File: src/rtl/tmds_pkg.sv
// Shared TMDS definitions for the encoder and the channel decoder.
//   - TMDS_CTRL_xx : the four 10-bit control tokens (bit 0 first on the wire)
//   - tmds_dec_state_e : word-alignment FSM states of the decoder
package tmds_pkg;

  localparam logic [9:0] TMDS_CTRL_00 = 10'b1101010100;
  localparam logic [9:0] TMDS_CTRL_01 = 10'b0010101011;
  localparam logic [9:0] TMDS_CTRL_10 = 10'b0101010100;
  localparam logic [9:0] TMDS_CTRL_11 = 10'b1010101011;

  typedef enum logic [1:0] {
    SEARCH    = 2'd0,
    SLIP_WAIT = 2'd1,
    LOCKED    = 2'd2
  } tmds_dec_state_e;

endpackage

File: src/rtl/tmds_symbol_decode.sv
// Combinational classify-and-decode of one 10-bit TMDS symbol.
// Ports:
//   symbol_i  [9:0]  TMDS symbol, bit 0 first on the wire
//   d_o       [7:0]  decoded byte (meaningful only when is_ctrl_o=0)
//   is_ctrl_o        symbol is one of the four control tokens
//   c_o       [1:0]  {C1,C0} of the control token (0 for data)
module tmds_symbol_decode
  import tmds_pkg::*;
(
  input  logic [9:0] symbol_i,
  output logic [7:0] d_o,
  output logic       is_ctrl_o,
  output logic [1:0] c_o
);

  logic [7:0] q;

  always_comb begin
    is_ctrl_o = 1'b1;
    c_o       = 2'b00;
    unique case (symbol_i)
      TMDS_CTRL_00: c_o = 2'b00;
      TMDS_CTRL_01: c_o = 2'b01;
      TMDS_CTRL_10: c_o = 2'b10;
      TMDS_CTRL_11: c_o = 2'b11;
      default:      is_ctrl_o = 1'b0;
    endcase
  end

  // Undo DC-balance inversion, then undo XOR (bit 8 = 1) or XNOR chaining.
  always_comb begin
    q      = symbol_i[9] ? ~symbol_i[7:0] : symbol_i[7:0];
    d_o    = 8'h00;
    d_o[0] = q[0];
    for (int i = 1; i < 8; i++)
      d_o[i] = symbol_i[8] ? (q[i] ^ q[i-1]) : ~(q[i] ^ q[i-1]);
  end

endmodule

File: src/rtl/tmds_channel_decoder.sv
// One TMDS receive channel: registered symbol decode plus a word-alignment
// FSM that asks the deserialiser for bitslips until control-token runs appear.
// Optional error counter enabled by defining TMDS_DEC_ERR_CNT_EN.
// Ports:
//   pixclk            pixel clock
//   rst_n             asynchronous active-low reset
//   symbol_in  [9:0]  deserialised TMDS symbol
//   data_out   [7:0]  decoded byte, valid when de_out=1, holds during control
//   de_out            1 = data symbol, 0 = control token
//   ctrl_out   [1:0]  {C1,C0} of the last control token
//   locked            word alignment established
//   bitslip           one-cycle request to shift alignment by one bit
//   err_count [15:0]  (TMDS_DEC_ERR_CNT_EN only) lock losses + bitslips, saturating
module tmds_channel_decoder
  import tmds_pkg::*;
#(
  parameter int LOCK_RUN      = 8,
  parameter int SEARCH_WINDOW = 2048,
  parameter int SLIP_HOLD     = 16,
  parameter int LOSS_WINDOW   = 2048
) (
  input  logic        pixclk,
  input  logic        rst_n,
  input  logic [9:0]  symbol_in,
  output logic [7:0]  data_out,
  output logic        de_out,
  output logic [1:0]  ctrl_out,
  output logic        locked,
  output logic        bitslip
`ifdef TMDS_DEC_ERR_CNT_EN
  ,
  output logic [15:0] err_count
`endif
);

  localparam int MAX_A   = (SEARCH_WINDOW > LOSS_WINDOW) ? SEARCH_WINDOW : LOSS_WINDOW;
  localparam int MAX_WIN = (MAX_A > SLIP_HOLD) ? MAX_A : SLIP_HOLD;
  localparam int CW      = $clog2(MAX_WIN) + 1;
  localparam int RW      = $clog2(LOCK_RUN) + 1;

  localparam logic [CW-1:0] SRCH_LAST = CW'(SEARCH_WINDOW - 1);
  localparam logic [CW-1:0] HOLD_LAST = CW'(SLIP_HOLD - 1);
  localparam logic [CW-1:0] LOSS_LAST = CW'(LOSS_WINDOW - 1);
  localparam logic [RW-1:0] RUN_MAX   = RW'(LOCK_RUN);

  logic [7:0] dec_d;
  logic       dec_ctrl;
  logic [1:0] dec_c;

  tmds_symbol_decode u_dec (
    .symbol_i  (symbol_in),
    .d_o       (dec_d),
    .is_ctrl_o (dec_ctrl),
    .c_o       (dec_c)
  );

  tmds_dec_state_e state_q, state_d;
  logic [CW-1:0]   tmr_q, tmr_d;
  logic [RW-1:0]   run_q, run_d, run_inc;
  logic            slip_d, slip_q, drop;
  logic            locked_q;
  logic [7:0]      data_q;
  logic            de_q;
  logic [1:0]      ctrl_q;

  assign run_inc = (run_q == RUN_MAX) ? run_q : run_q + 1'b1;

  always_comb begin
    state_d = state_q;
    tmr_d   = tmr_q;
    run_d   = dec_ctrl ? run_inc : '0;
    slip_d  = 1'b0;
    drop    = 1'b0;
    unique case (state_q)
      SEARCH: begin
        tmr_d = tmr_q + 1'b1;
        // run_d already includes this cycle's symbol, so lock lands on the
        // same edge that outputs the LOCK_RUN-th token; lock beats slip.
        if (run_d == RUN_MAX) begin
          state_d = LOCKED;
          tmr_d   = '0;
        end else if (tmr_q == SRCH_LAST) begin
          state_d = SLIP_WAIT;
          tmr_d   = '0;
          run_d   = '0;
          slip_d  = 1'b1;
        end
      end
      SLIP_WAIT: begin
        run_d = '0;
        if (tmr_q == HOLD_LAST) begin
          state_d = SEARCH;
          tmr_d   = '0;
        end else begin
          tmr_d = tmr_q + 1'b1;
        end
      end
      LOCKED: begin
        if (dec_ctrl) begin
          tmr_d = '0;
        end else if (tmr_q == LOSS_LAST) begin
          state_d = SEARCH;
          tmr_d   = '0;
          run_d   = '0;
          drop    = 1'b1;
        end else begin
          tmr_d = tmr_q + 1'b1;
        end
      end
      default: begin
        state_d = SEARCH;
        tmr_d   = '0;
        run_d   = '0;
      end
    endcase
  end

  always_ff @(posedge pixclk or negedge rst_n) begin
    if (!rst_n) begin
      state_q  <= SEARCH;
      tmr_q    <= '0;
      run_q    <= '0;
      slip_q   <= 1'b0;
      locked_q <= 1'b0;
      data_q   <= 8'h00;
      de_q     <= 1'b0;
      ctrl_q   <= 2'b00;
    end else begin
      state_q  <= state_d;
      tmr_q    <= tmr_d;
      run_q    <= run_d;
      slip_q   <= slip_d;
      locked_q <= (state_d == LOCKED);
      de_q     <= ~dec_ctrl;
      if (dec_ctrl) ctrl_q <= dec_c;
      else          data_q <= dec_d;
    end
  end

`ifdef TMDS_DEC_ERR_CNT_EN
  logic [15:0] err_q;
  always_ff @(posedge pixclk or negedge rst_n) begin
    if (!rst_n)                             err_q <= 16'h0000;
    else if ((slip_d || drop) && err_q != 16'hFFFF) err_q <= err_q + 16'h0001;
  end
  assign err_count = err_q;
`else
  logic unused_drop;
  assign unused_drop = drop;
`endif

  assign data_out = data_q;
  assign de_out   = de_q;
  assign ctrl_out = ctrl_q;
  assign locked   = locked_q;
  assign bitslip  = slip_q;

endmodule

File: config.mk
export PLATFORM = sky130hd
export DESIGN_NAME = tmds_channel_decoder
export DESIGN_NICKNAME = d
export VERILOG_FILES = /design/src/rtl/tmds_pkg.sv /design/src/rtl/tmds_symbol_decode.sv /design/src/rtl/tmds_channel_decoder.sv
export SDC_FILE = /design/constraint.sdc
export NUM_CORES = 1
export LEC_CHECK = 0
export BUFFER_PORTS_ARGS = -buffer_cell sky130_fd_sc_hd__clkbuf_2
export CAP_MARGIN = 20
export CORE_MARGIN = 5
export CORE_UTILIZATION = 60
export CTS_CLUSTER_DIAMETER = 30
export DETAILED_ROUTE_END_ITERATION = 6
export PLACE_DENSITY = 0.83
export RECOVER_POWER = 100
export SLEW_MARGIN = 20
export SYNTH_ARGS = -nofsm -noshare
export SYNTH_HDL_FRONTEND = slang
export SYNTH_SLANG_ARGS = --single-unit
File: constraint.sdc
create_clock -name pixclk -period 4.4 [get_ports pixclk]
set_input_delay 0.66 -clock pixclk [delete_from_list [all_inputs] [get_ports pixclk]]
set_output_delay 0.66 -clock pixclk [all_outputs]
set_load 0.01 [all_outputs]
==> impl_results.md <==
* Outcome: finished with violations
* Violated checks: capacitance limit, slew limit
* Worst-path clk slew at approximately 90 ps
* Nets@finish at 210
* Crit. path cell count at 7
* Routed len/inst at 14.35 um
* Resized cells post-CTS at 0
* Die Span X at approximately 62 um
* Htree depth at 2
* CP max FO at 11
* Final standard cell area without fillers at roughly 0.0018 mm^2
* Post-synthesis sequential area ratio at 46.97%
* I/O Pins at 25
* Synth Instances at roughly 160
* Overall power at approximately 0.73 mW
* Final min period at roughly 2500 ps
* Slew margin rel. at -7.022%
* Cts hold-fix bufs at 0
* Crit path kind: reg -> reg
* Clock root cell: clkbuf_4
* Max incr delay on CP at 480 ps
* Worst-skew pair later-pin latency at approximately 320 ps
* Gpl congestion at between 0.7 and 0.8
* Avg Cell Area, Syn at just over 10 um^2
* CP cell instances: inv_1 > ha_1 > a211o_1 > a221o_1 > a211oi_1 > o21a_1 > nor2_1
* Setup TNS at 0 ps
* Area grow syn2layout at 8.940%
* Fill count at 218
* CTS buffer count at 5
* Drt total wl at roughly 3200 um
* Post-synthesis cell type count at approximately 40
* Syn nets at approximately 180
* Number of global-route vias before repair at ~1.3k
* GRT overflow at 0
* P per Cell Area at between 400 and 500 mW/mm^2
* FF+latch area at 775.7 um^2
* Yosys warnings at 0
* CP endpoint kind: register
* Worst Hold Path Cells at 1
* Core area at between 0.002 and 0.003 mm^2
* Pin count of the biggest net entering global routing at 32
* Final Hold Violating Endpoints at 0
* Final setup viols at 0
* #FFs+latches synth at 31
* Worst setup SP type: register
* Reg2Reg Depth at 7
* Post-synth EDFFs at 0
* Worst EP required at ~4600 ps
* Wire length of the first global-routing pass at around 5800 um
* Unrepaired setup endpoints after global routing: no
* CP arrival at 2730 ps
* TritonRoute pass-1 iters at 4
* Drc violations at 0
* Crit share post-route at a little under three fifths
* Worst-margin pin slew at about 1600 ps
* Synth Cell Area at approximately 0.0017 mm^2
* Worst vdd ir at 0.3629 mV
* Ys flop type: dfrtp_1
* Leak at between 0.8 and 0.9 nW
* Longest Clk Path Bufs at 2
* DP HPWL at roughly 2400 um
* GRT Max-Usage Layer: met2
* GRT Resource Usage Total at a little under a fifth
* Initial antenna violation count at 0
* MaxCap Viol Count at 1
* # port buffers at 24
* 1st-iter DRT viols at 62
* Worst Clk Skew at between 5 and 6 ps
* Postcts setup bufs at 0
* Layout cell share with drive strength beyond 1 at between 10% and 20%
* FP Rows at 19
* Met3 Resource Use GR at approximately 6.1%
* Crit-path leading delay family: compound AO/OA/AOI/OAI gates
* Worst Path Buf+Inv at 1
* Hold crit path type: reg -> reg
* Final Max Tran Viols at 32
* Initial Utilization at 61.48%
* CTS tree: done
* Slowest CP cell: a211oi_1
* Multi-input combinational cell area at 780.7 um^2
* Final core area utilization at around 67%
* Met2 Resource Use GR at approximately 31%
* Antenna viol nets, final at 0
* Die Ht at 62.47 um
* FFs w/ async S/R, synth at 100.0%
* Via-per-instance ratio at ~5.5
* Die ar. at between 0.003 and 0.004 mm^2
* Diode count at 0
* Fmax at ~0.4 GHz
* Placed Instance Area at 0.001779 mm^2
* Sink Count at 31
* Met1 GRT Util at 22.16%
* Vias at 1221
[per-stage QoR]
stage | worst slack [ps] | hold WS, ps | cells
after detailed placement | 2148 | 494.3 | 213
after global placement | 2226 | 480.8 | 213
after CTS | 2155 | 410.5 | 221
after global routing | 1696 | 545.1 | 221
final | 1872 | 513.0 | 221
after floorplan | 2409 | 364.4 | 162
[cells by family after synthesis]
family	share of synthesized area, %
and+or+nand+nor	18.49
buffers and inverters	5.075
AOI/OAI and AO/OA	9.773
adders and majority gates	6.818
xor gates and xnor gates	12.20
muxes	0.6818
DFF	46.97
[registers in the layout, indices dropped and copies added, names as in the netlist]
register  cells
data_out      8
state_q       2
de_out        1
locked        1
ctrl_out      2
tmr_q        12
run_q         4
bitslip       1
[cell usage in the layout, fill, tap and decap left out]
cell type and instances:
nand3_4 1, ha_1 9, clkbuf_4 5, a211oi_1 3
a311oi_1 1, and4b_1 2, or2_1 1, clkinv_2 1
a2111oi_0 1, nand3b_1 2, and2_1 1, a21oi_2 1
xor2_1 9, a211o_1 1, and4bb_2 1, nand2b_1 1
and4_1 1, mux2_2 1, nor2b_1 2, nor3_1 1
clkbuf_2 9, or3_1 1, a31oi_1 1, a221o_1 1
xnor2_1 14, o21a_1 2, a21boi_0 1, dfrtp_1 31
nand4_1 3, and3_1 1, clkbuf_1 17, nor4_1 2
inv_1 14, nand3_1 6, nor2_1 23, nand2_1 8
o21ai_0 1, a21oi_1 9, a41oi_1 1
[cells in the mapped netlist (3+ instances only)]
cell type / n / area, um^2
ha_1: 9 / 112.6
nand3_1: 6 / 30.03
xor2_1: 9 / 78.83
a21oi_1: 9 / 45.04
inv_1: 13 / 48.80
dfrtp_1: 31 / 775.7
xnor2_1: 14 / 122.6
nand2_1: 8 / 30.03
nor2_1: 23 / 86.33
nand4_1: 3 / 18.77
[area by class of cell]
| class | count | share of cell area (%) |
|---|---|---|
| timing repair buffer | 24 | 5.633 |
| clock buffer | 7 | 2.503 |
| tap | 31 | 2.156 |
| multi-input combinational | 113 | 43.39 |
| inverter | 14 | 2.921 |
| clock inverter | 1 | 0.2782 |
| sequential | 31 | 43.12 |
[power breakdown]
group          leakage [nW]  switching (mW)  internal (mW)
sequential            0.388          0.0601          0.342
clock                0.0293          0.0921         0.0622
combinational         0.415          0.0904         0.0800
[final timing paths]
| kind | startpoint | slack [ps] | end |
|---|---|---|---|
| setup / recovery | run_q[0] | 1870 | tmr_q[8] |
| hold / removal | tmr_q[0] | 510 | tmr_q[0] |
| setup reg to reg | run_q[0] | 1870 | tmr_q[8] |
| hold reg to reg | tmr_q[0] | 510 | tmr_q[0] |
| max in group asynchronous | rst_n | 2740 | tmr_q[3] |
| min in group asynchronous | rst_n | 720 | run_q[1] |
[routing by layer]
layer / part of all wire, % / routed length (um) / vias to the layer above
li1: - / - / 598
met1: 44 / 1399 / 582
met2: 50 / 1580 / 36
met3: 4.9 / 156 / 5
met4: 1.1 / 35 / 0
met5: 0 / 0 / -
Note: power is estimated with default switching activity, not from simulation.
